[src/rtl/bist_march_ctrl_if.sv]
// rtl/bist_march_ctrl_if.sv - start/status and SRAM-side signals of the March C- BIST sequencer
interface bist_march_ctrl_if #(
  parameter int ADDR_WIDTH = 8,
  parameter int DATA_WIDTH = 4
);
  logic                  start;
  logic [DATA_WIDTH-1:0] mem_rdata;
  logic [ADDR_WIDTH-1:0] mem_addr;
  logic                  mem_ce;
  logic                  mem_we;
  logic [1:0]            pat_sel;
  logic                  busy;
  logic                  done;
  logic                  fail;
  logic [ADDR_WIDTH-1:0] fail_addr;

  modport master (
    output start, mem_rdata,
    input  mem_addr, mem_ce, mem_we, pat_sel, busy, done, fail, fail_addr
  );

  modport slave (
    input  start, mem_rdata,
    output mem_addr, mem_ce, mem_we, pat_sel, busy, done, fail, fail_addr
  );
endinterface

[src/rtl/bist_march_ctrl.sv]
// rtl/bist_march_ctrl.sv - March C- BIST sequencer: two data backgrounds, registered SRAM controls,
// one-cycle read compare pipeline with sticky fail and first failing address.
module bist_march_ctrl #(
  parameter int ADDR_WIDTH = 8,
  parameter int DATA_WIDTH = 4
) (
  input  logic               clk,
  input  logic               rst_n,
  bist_march_ctrl_if.slave   bus
);

  typedef enum logic [1:0] {S_IDLE, S_RUN, S_FLUSH, S_DONE} state_t;

  localparam logic [ADDR_WIDTH-1:0] ADDR_MAX = '1;
  localparam logic [2:0]            ELEM_LAST = 3'd5;

  state_t                r_state;
  logic                  r_bg;
  logic [2:0]            r_elem;
  logic                  r_phase;
  logic [ADDR_WIDTH-1:0] r_addr;

  logic                  r_cmp_valid;
  logic [ADDR_WIDTH-1:0] r_cmp_addr;
  logic [DATA_WIDTH-1:0] r_cmp_exp;

  logic [ADDR_WIDTH-1:0] r_mem_addr;
  logic                  r_mem_ce;
  logic                  r_mem_we;
  logic [1:0]            r_pat_sel;
  logic                  r_busy;
  logic                  r_done;
  logic                  r_fail;
  logic [ADDR_WIDTH-1:0] r_fail_addr;

  logic                  w_nxt_bg;
  logic [2:0]            w_nxt_elem;
  logic                  w_nxt_phase;
  logic [ADDR_WIDTH-1:0] w_nxt_addr;
  logic                  w_last_op;
  logic                  w_end_addr;

  // Element table: M0 w0 | M1 r0,w1 | M2 r1,w0 | M3 r0,w1 | M4 r1,w0 | M5 r0
  function automatic logic op_we(input logic [2:0] e, input logic p);
    return (e == 3'd0) ? 1'b1 : p;
  endfunction

  function automatic logic op_inv(input logic [2:0] e, input logic p);
    case (e)
      3'd1, 3'd3: return p;
      3'd2, 3'd4: return ~p;
      default:    return 1'b0;
    endcase
  endfunction

  function automatic logic is_last_phase(input logic [2:0] e, input logic p);
    return (e == 3'd0 || e == ELEM_LAST) ? 1'b1 : p;
  endfunction

  function automatic logic is_down(input logic [2:0] e);
    return (e >= 3'd3);
  endfunction

  // Background 0 is all-zero, background 1 is alternating ...0101.
  function automatic logic [DATA_WIDTH-1:0] pattern(input logic bg, input logic inv);
    logic [DATA_WIDTH-1:0] p;
    for (int i = 0; i < DATA_WIDTH; i++) p[i] = bg & (i % 2 == 0);
    return inv ? ~p : p;
  endfunction

  always_comb begin
    w_nxt_bg    = r_bg;
    w_nxt_elem  = r_elem;
    w_nxt_phase = r_phase;
    w_nxt_addr  = r_addr;
    w_last_op   = 1'b0;
    w_end_addr  = is_down(r_elem) ? (r_addr == '0) : (r_addr == ADDR_MAX);
    if (!is_last_phase(r_elem, r_phase)) begin
      w_nxt_phase = 1'b1;
    end else begin
      w_nxt_phase = 1'b0;
      if (!w_end_addr) begin
        w_nxt_addr = is_down(r_elem) ? r_addr - 1'b1 : r_addr + 1'b1;
      end else if (r_elem != ELEM_LAST) begin
        w_nxt_elem = r_elem + 3'd1;
        w_nxt_addr = is_down(r_elem + 3'd1) ? ADDR_MAX : '0;
      end else if (!r_bg) begin
        w_nxt_bg   = 1'b1;
        w_nxt_elem = 3'd0;
        w_nxt_addr = '0;
      end else begin
        w_last_op = 1'b1;
      end
    end
  end

  always_ff @(posedge clk or negedge rst_n) begin
    if (!rst_n) begin
      r_state     <= S_IDLE;
      r_bg        <= 1'b0;
      r_elem      <= 3'd0;
      r_phase     <= 1'b0;
      r_addr      <= '0;
      r_cmp_valid <= 1'b0;
      r_cmp_addr  <= '0;
      r_cmp_exp   <= '0;
      r_mem_addr  <= '0;
      r_mem_ce    <= 1'b0;
      r_mem_we    <= 1'b0;
      r_pat_sel   <= 2'b00;
      r_busy      <= 1'b0;
      r_done      <= 1'b0;
      r_fail      <= 1'b0;
      r_fail_addr <= '0;
    end else begin
      // Read data returns one cycle after issue; capture what it must match now.
      r_cmp_valid <= r_mem_ce & ~r_mem_we;
      r_cmp_addr  <= r_mem_addr;
      r_cmp_exp   <= pattern(r_pat_sel[1], r_pat_sel[0]);
      if (r_cmp_valid && (bus.mem_rdata != r_cmp_exp)) begin
        r_fail <= 1'b1;
        if (!r_fail) r_fail_addr <= r_cmp_addr;
      end

      case (r_state)
        S_IDLE, S_DONE: begin
          if (bus.start) begin
            r_state     <= S_RUN;
            r_busy      <= 1'b1;
            r_done      <= 1'b0;
            r_fail      <= 1'b0;
            r_fail_addr <= '0;
            r_bg        <= 1'b0;
            r_elem      <= 3'd0;
            r_phase     <= 1'b0;
            r_addr      <= '0;
            r_mem_addr  <= '0;
            r_mem_ce    <= 1'b1;
            r_mem_we    <= 1'b1;
            r_pat_sel   <= 2'b00;
          end
        end
        S_RUN: begin
          if (w_last_op) begin
            r_state   <= S_FLUSH;
            r_mem_ce  <= 1'b0;
            r_mem_we  <= 1'b0;
            r_pat_sel <= 2'b00;
          end else begin
            r_bg       <= w_nxt_bg;
            r_elem     <= w_nxt_elem;
            r_phase    <= w_nxt_phase;
            r_addr     <= w_nxt_addr;
            r_mem_addr <= w_nxt_addr;
            r_mem_we   <= op_we(w_nxt_elem, w_nxt_phase);
            r_pat_sel  <= {w_nxt_bg, op_inv(w_nxt_elem, w_nxt_phase)};
          end
        end
        S_FLUSH: begin
          r_state <= S_DONE;
          r_busy  <= 1'b0;
          r_done  <= 1'b1;
        end
        default: r_state <= S_IDLE;
      endcase
    end
  end

  assign bus.mem_addr  = r_mem_addr;
  assign bus.mem_ce    = r_mem_ce;
  assign bus.mem_we    = r_mem_we;
  assign bus.pat_sel   = r_pat_sel;
  assign bus.busy      = r_busy;
  assign bus.done      = r_done;
  assign bus.fail      = r_fail;
  assign bus.fail_addr = r_fail_addr;

endmodule

[src/flat_wrapper.sv]
// flat-port wrapper written by rule: the top's interface ports become plain ports
module bist_march_ctrl_flat 
#(
  parameter int ADDR_WIDTH = 8,
  parameter int DATA_WIDTH = 4
)
  (clk, rst_n, bus_start, bus_mem_rdata, bus_mem_addr, bus_mem_ce, bus_mem_we, bus_pat_sel, bus_busy, bus_done, bus_fail, bus_fail_addr);
  bist_march_ctrl_if #(.ADDR_WIDTH(ADDR_WIDTH), .DATA_WIDTH(DATA_WIDTH)) bus_i ();
  input  logic clk;
  input  logic rst_n;
  input wire logic [$bits(bus_i.start)-1:0] bus_start;
  input wire logic [$bits(bus_i.mem_rdata)-1:0] bus_mem_rdata;
  output wire logic [$bits(bus_i.mem_addr)-1:0] bus_mem_addr;
  output wire logic [$bits(bus_i.mem_ce)-1:0] bus_mem_ce;
  output wire logic [$bits(bus_i.mem_we)-1:0] bus_mem_we;
  output wire logic [$bits(bus_i.pat_sel)-1:0] bus_pat_sel;
  output wire logic [$bits(bus_i.busy)-1:0] bus_busy;
  output wire logic [$bits(bus_i.done)-1:0] bus_done;
  output wire logic [$bits(bus_i.fail)-1:0] bus_fail;
  output wire logic [$bits(bus_i.fail_addr)-1:0] bus_fail_addr;
  assign bus_i.start = bus_start;
  assign bus_i.mem_rdata = bus_mem_rdata;
  assign bus_mem_addr = bus_i.mem_addr;
  assign bus_mem_ce = bus_i.mem_ce;
  assign bus_mem_we = bus_i.mem_we;
  assign bus_pat_sel = bus_i.pat_sel;
  assign bus_busy = bus_i.busy;
  assign bus_done = bus_i.done;
  assign bus_fail = bus_i.fail;
  assign bus_fail_addr = bus_i.fail_addr;
  bist_march_ctrl #(.ADDR_WIDTH(ADDR_WIDTH), .DATA_WIDTH(DATA_WIDTH)) u_core (.clk(clk), .rst_n(rst_n), .bus(bus_i));
endmodule
[config.mk]
export PLATFORM = sky130hd
export DESIGN_NAME = bist_march_ctrl_flat
export DESIGN_NICKNAME = d
export VERILOG_FILES = /design/src/rtl/bist_march_ctrl_if.sv /design/src/rtl/bist_march_ctrl.sv /design/src/flat_wrapper.sv
export SDC_FILE = /design/constraint.sdc
export NUM_CORES = 1
export LEC_CHECK = 0
export CAP_MARGIN = 20
export CORE_AREA = 2 2 68 70
export CTS_CLUSTER_DIAMETER = 100
export DETAILED_ROUTE_END_ITERATION = 10
export DIE_AREA = 0 0 70 72
export PLACE_DENSITY = 0.78
export SLEW_MARGIN = 10
export SYNTH_ARGS = -nofsm -noshare
export SYNTH_HDL_FRONTEND = slang
export SYNTH_SLANG_ARGS = --single-unit
[constraint.sdc]
create_clock -name clk -period 3.2 [get_ports clk]
set_input_delay 0.32 -clock clk [delete_from_list [all_inputs] [get_ports clk]]
set_output_delay 0.32 -clock clk [all_outputs]
set_load 0.05 [all_outputs]
==> results.json <==
{
  "wl_per_cell_um": 14.50,
  "post_cts_buffers": 0,
  "clkSinkCount": 41,
  "grt_pass1_vias": 1735,
  "synth_ff_type": "dfrtp_1",
  "drv_slew": 0,
  "slowest_delay_ns": 0.54,
  "grt_pass1_wl_um": 8252,
  "crit_start": "u_core.r_elem[2]",
  "r2r.worst_path.cells": 11,
  "cts_buffer_depth": 2,
  "path_cells": "inv_1 > ha_1 > a211o_4 > ha_1 > a21o_1 > a211oi_1 > nor2_1 > o41ai_1 > xnor2_1 > mux2i_1 > o211ai_1",
  "initial_core_util": 0.5446,
  "antenna_found_initial": 0,
  "layout_commonest_cell": "dfrtp_1",
  "core_area_um2": 4264,
  "mostFrequentLayoutCells": "dfrtp_1, clkdlybuf4s50_1, nor2_1, a21oi_1, nand2_1",
  "crit_path_start_kind": "register",
  "fin_skew_ns": 0.01098,
  "rsz0062_at_grt": "false",
  "synth_nets": 263,
  "drtIter0Drc": 184,
  "maxSlewHeadroom": 0.4187,
  "nFillCells": 355,
  "areaGrowthSynthToFinish_pct": 18.26,
  "fmax_mhz": 333.3,
  "nets": 292,
  "async_flop_share": 1.000,
  "hp-class": "primary input to async pin",
  "synthDistinctLibCells": 47,
  "design_area_um2": 2746,
  "die_w_um": 70,
  "routed_wl_um": 4697,
  "die_y_um": 72,
  "diodes": 0,
  "ctsResizeCount": 0,
  "overflow": 0,
  "viasPerCell": 5.676,
  "status": "finished clean",
  "cts_hold_buf": 0,
  "ir_worst_vdd_mv": 0.5494,
  "yosys_register_bits": 41,
  "grt_max_degree": 42,
  "worstPathArrival_ns": 3.18,
  "io_buffers": 29,
  "synth_edf_count": 0,
  "finalHoldViolCount": 0,
  "syn_area_per_cell_um2": 9.596,
  "htree_levels": 2,
  "dp_cells": 316,
  "grt.total_usage": 0.2101,
  "required_ns": 3.37,
  "drtPass1Iterations": 5,
  "route.detailed.drc": 0,
  "synthCells": 242,
  "endpoint": "u_core.r_addr[7]",
  "r2r_end": "u_core.r_addr[7]",
  "p_per_area_nw_per_um2": 982.0,
  "timing.rr.start": "u_core.r_elem[2]",
  "cpMostUsedCell": "ha_1",
  "yosys_warnings": 0,
  "fin_crit_ns": 3.001,
  "fin_cells": 324,
  "ys_seq_area_frac": 0.4418,
  "critPathKind": "register to register",
  "via_count": 1839,
  "cp_max_fo": 9,
  "cpMaxStageDelayCell": "dfrtp_1",
  "setup_tns_ns": 0,
  "power.static_leakage_uw": 0.001353,
  "crit_path_end_kind": "register",
  "drive_gt1_frac": 0.07721,
  "regToRegSetupSlack_ns": 0.20,
  "worst_pin_slew_ns": 0.8720,
  "io_pins": 30,
  "die_area_um2": 5040,
  "hpwl_um": 3238,
  "fin_crit_sh": 0.9377,
  "gp_congestion": 0.8775,
  "cts_tree": "done",
  "clk_latency_ns": 0.31,
  "drv_cap": 0,
  "ant_nets": 0,
  "numCtsBuffers": 5,
  "placed_cell_area_um2": 2653,
  "root_buffer": "clkbuf_8",
  "syn-cell-area_um2": 2322,
  "clkTransAtPathRegs_ns": 0.09,
  "fp-row-count": 24,
  "finalSetupViolCount": 0
}
==> through the flow <==
stage / hold WS, ns / power (uW) / setup WS, ns / utilization
after global placement: 0.4524 / 2300 / 0.3133 / 0.6221
final: 0.1150 / 2697 / 0.1994 / 0.6441
after global routing: 0.2050 / 2902 / 0.005404 / 0.6441
after floorplan: 0.02441 / 1933 / 0.4182 / -
after CTS: 0.1581 / 2707 / 0.2181 / 0.6441
after detailed placement: 0.4636 / 2331 / 0.2182 / 0.6221
==> how the worst min path moves through the flow <==
| stage | start | to | slack (ns) | depth (start not counted) |
|---|---|---|---|---|
| 2_1_floorplan | rst_n | u_core.bus.busy | 0.02 | 0 |
| 3_3_place_gp | u_core.bus.pat_sel[0] | u_core.r_cmp_exp[1] | 0.45 | 0 |
| 3_5_place_dp | u_core.bus.pat_sel[0] | u_core.r_cmp_exp[1] | 0.46 | 0 |
| 4_1_cts | rst_n | u_core.r_addr[6] | 0.16 | 1 |
| 5_1_grt | rst_n | u_core.r_addr[5] | 0.21 | 1 |
| 6_report | rst_n | u_core.r_addr[6] | 0.12 | 1 |
==> registers in the layout, summed over array words and instances, names as in the netlist, 2 cells and up <==
signal                cells
u_core.bus.fail_addr      8
u_core.r_addr             8
u_core.r_cmp_addr         8
u_core.r_elem             3
u_core.bus.pat_sel        2
u_core.r_cmp_exp          2
u_core.r_state            2
==> synth_stat cells (all sizes together) (4+ instances only) <==
library cell / count / area [um2]
ha: 13 / 162.7
nor2: 23 / 88.84
mux2i: 11 / 110.1
nand2: 16 / 60.06
nor3: 7 / 35.03
nand2b: 4 / 25.02
xor2: 4 / 35.03
a31oi: 4 / 25.02
xnor2: 4 / 35.03
inv: 13 / 48.80
a21oi: 23 / 122.6
a21o: 9 / 67.56
clkbuf: 9 / 33.78
nand3: 4 / 20.02
o211ai: 4 / 30.03
o21ai: 11 / 55.05
dfrtp: 41 / 1026
==> where the power goes <==
part           switching, uW  internal [uW]
Combinational            937            579
Sequential               144            667
Clock                    213            158
Total                   1290           1400
==> metal layers <==
| layer | track usage | vias up | routed length (um) |
|---|---|---|---|
| li1 | - | 917 | - |
| met1 | 0.2845 | 871 | 2270 |
| met2 | 0.3238 | 42 | 2111 |
| met3 | 0.04306 | 9 | 218 |
| met4 | 0.1068 | 0 | 96 |
| met5 | 0 | - | 0 |
==> worst max-delay path: cells and delay by family (launching register included) <==
kind,cells,cell delay [ns]
DFF,1,0.54
AOI/OAI and AO/OA,5,1.21
adders and majority gates,2,0.51
and+or+nand+nor,1,0.09
buffers and inverters,1,0.13
xor gates and xnor gates,1,0.18
muxes,1,0.21
==> logic make-up (layout without fill, tap and decap cells) <==
kind of cell               count (synthesis)  after routing  synth area share
DFF                                       41             41            0.4418
adders and majority gates                 14             14           0.07867
AOI/OAI and AO/OA                         69             69            0.1983
and+or+nand+nor                           75             75            0.1611
xor gates and xnor gates                   8              8           0.03017
muxes                                     11             11           0.04742
buffers and inverters                     24             54           0.04256
==> final cells by class <==
cell class	instances	area, um2	area share
multi-input cells	177	1197	0.4360
flip-flops and latches	41	1026	0.3736
repair buffers	33	315.3	0.1148
clock buffers	5	68.82	0.02506
well taps	52	65.06	0.02369
inverters	13	48.80	0.01777
clock inverters	3	25.02	0.009112
No activity file was read; power rests on OpenSTA's default activity.
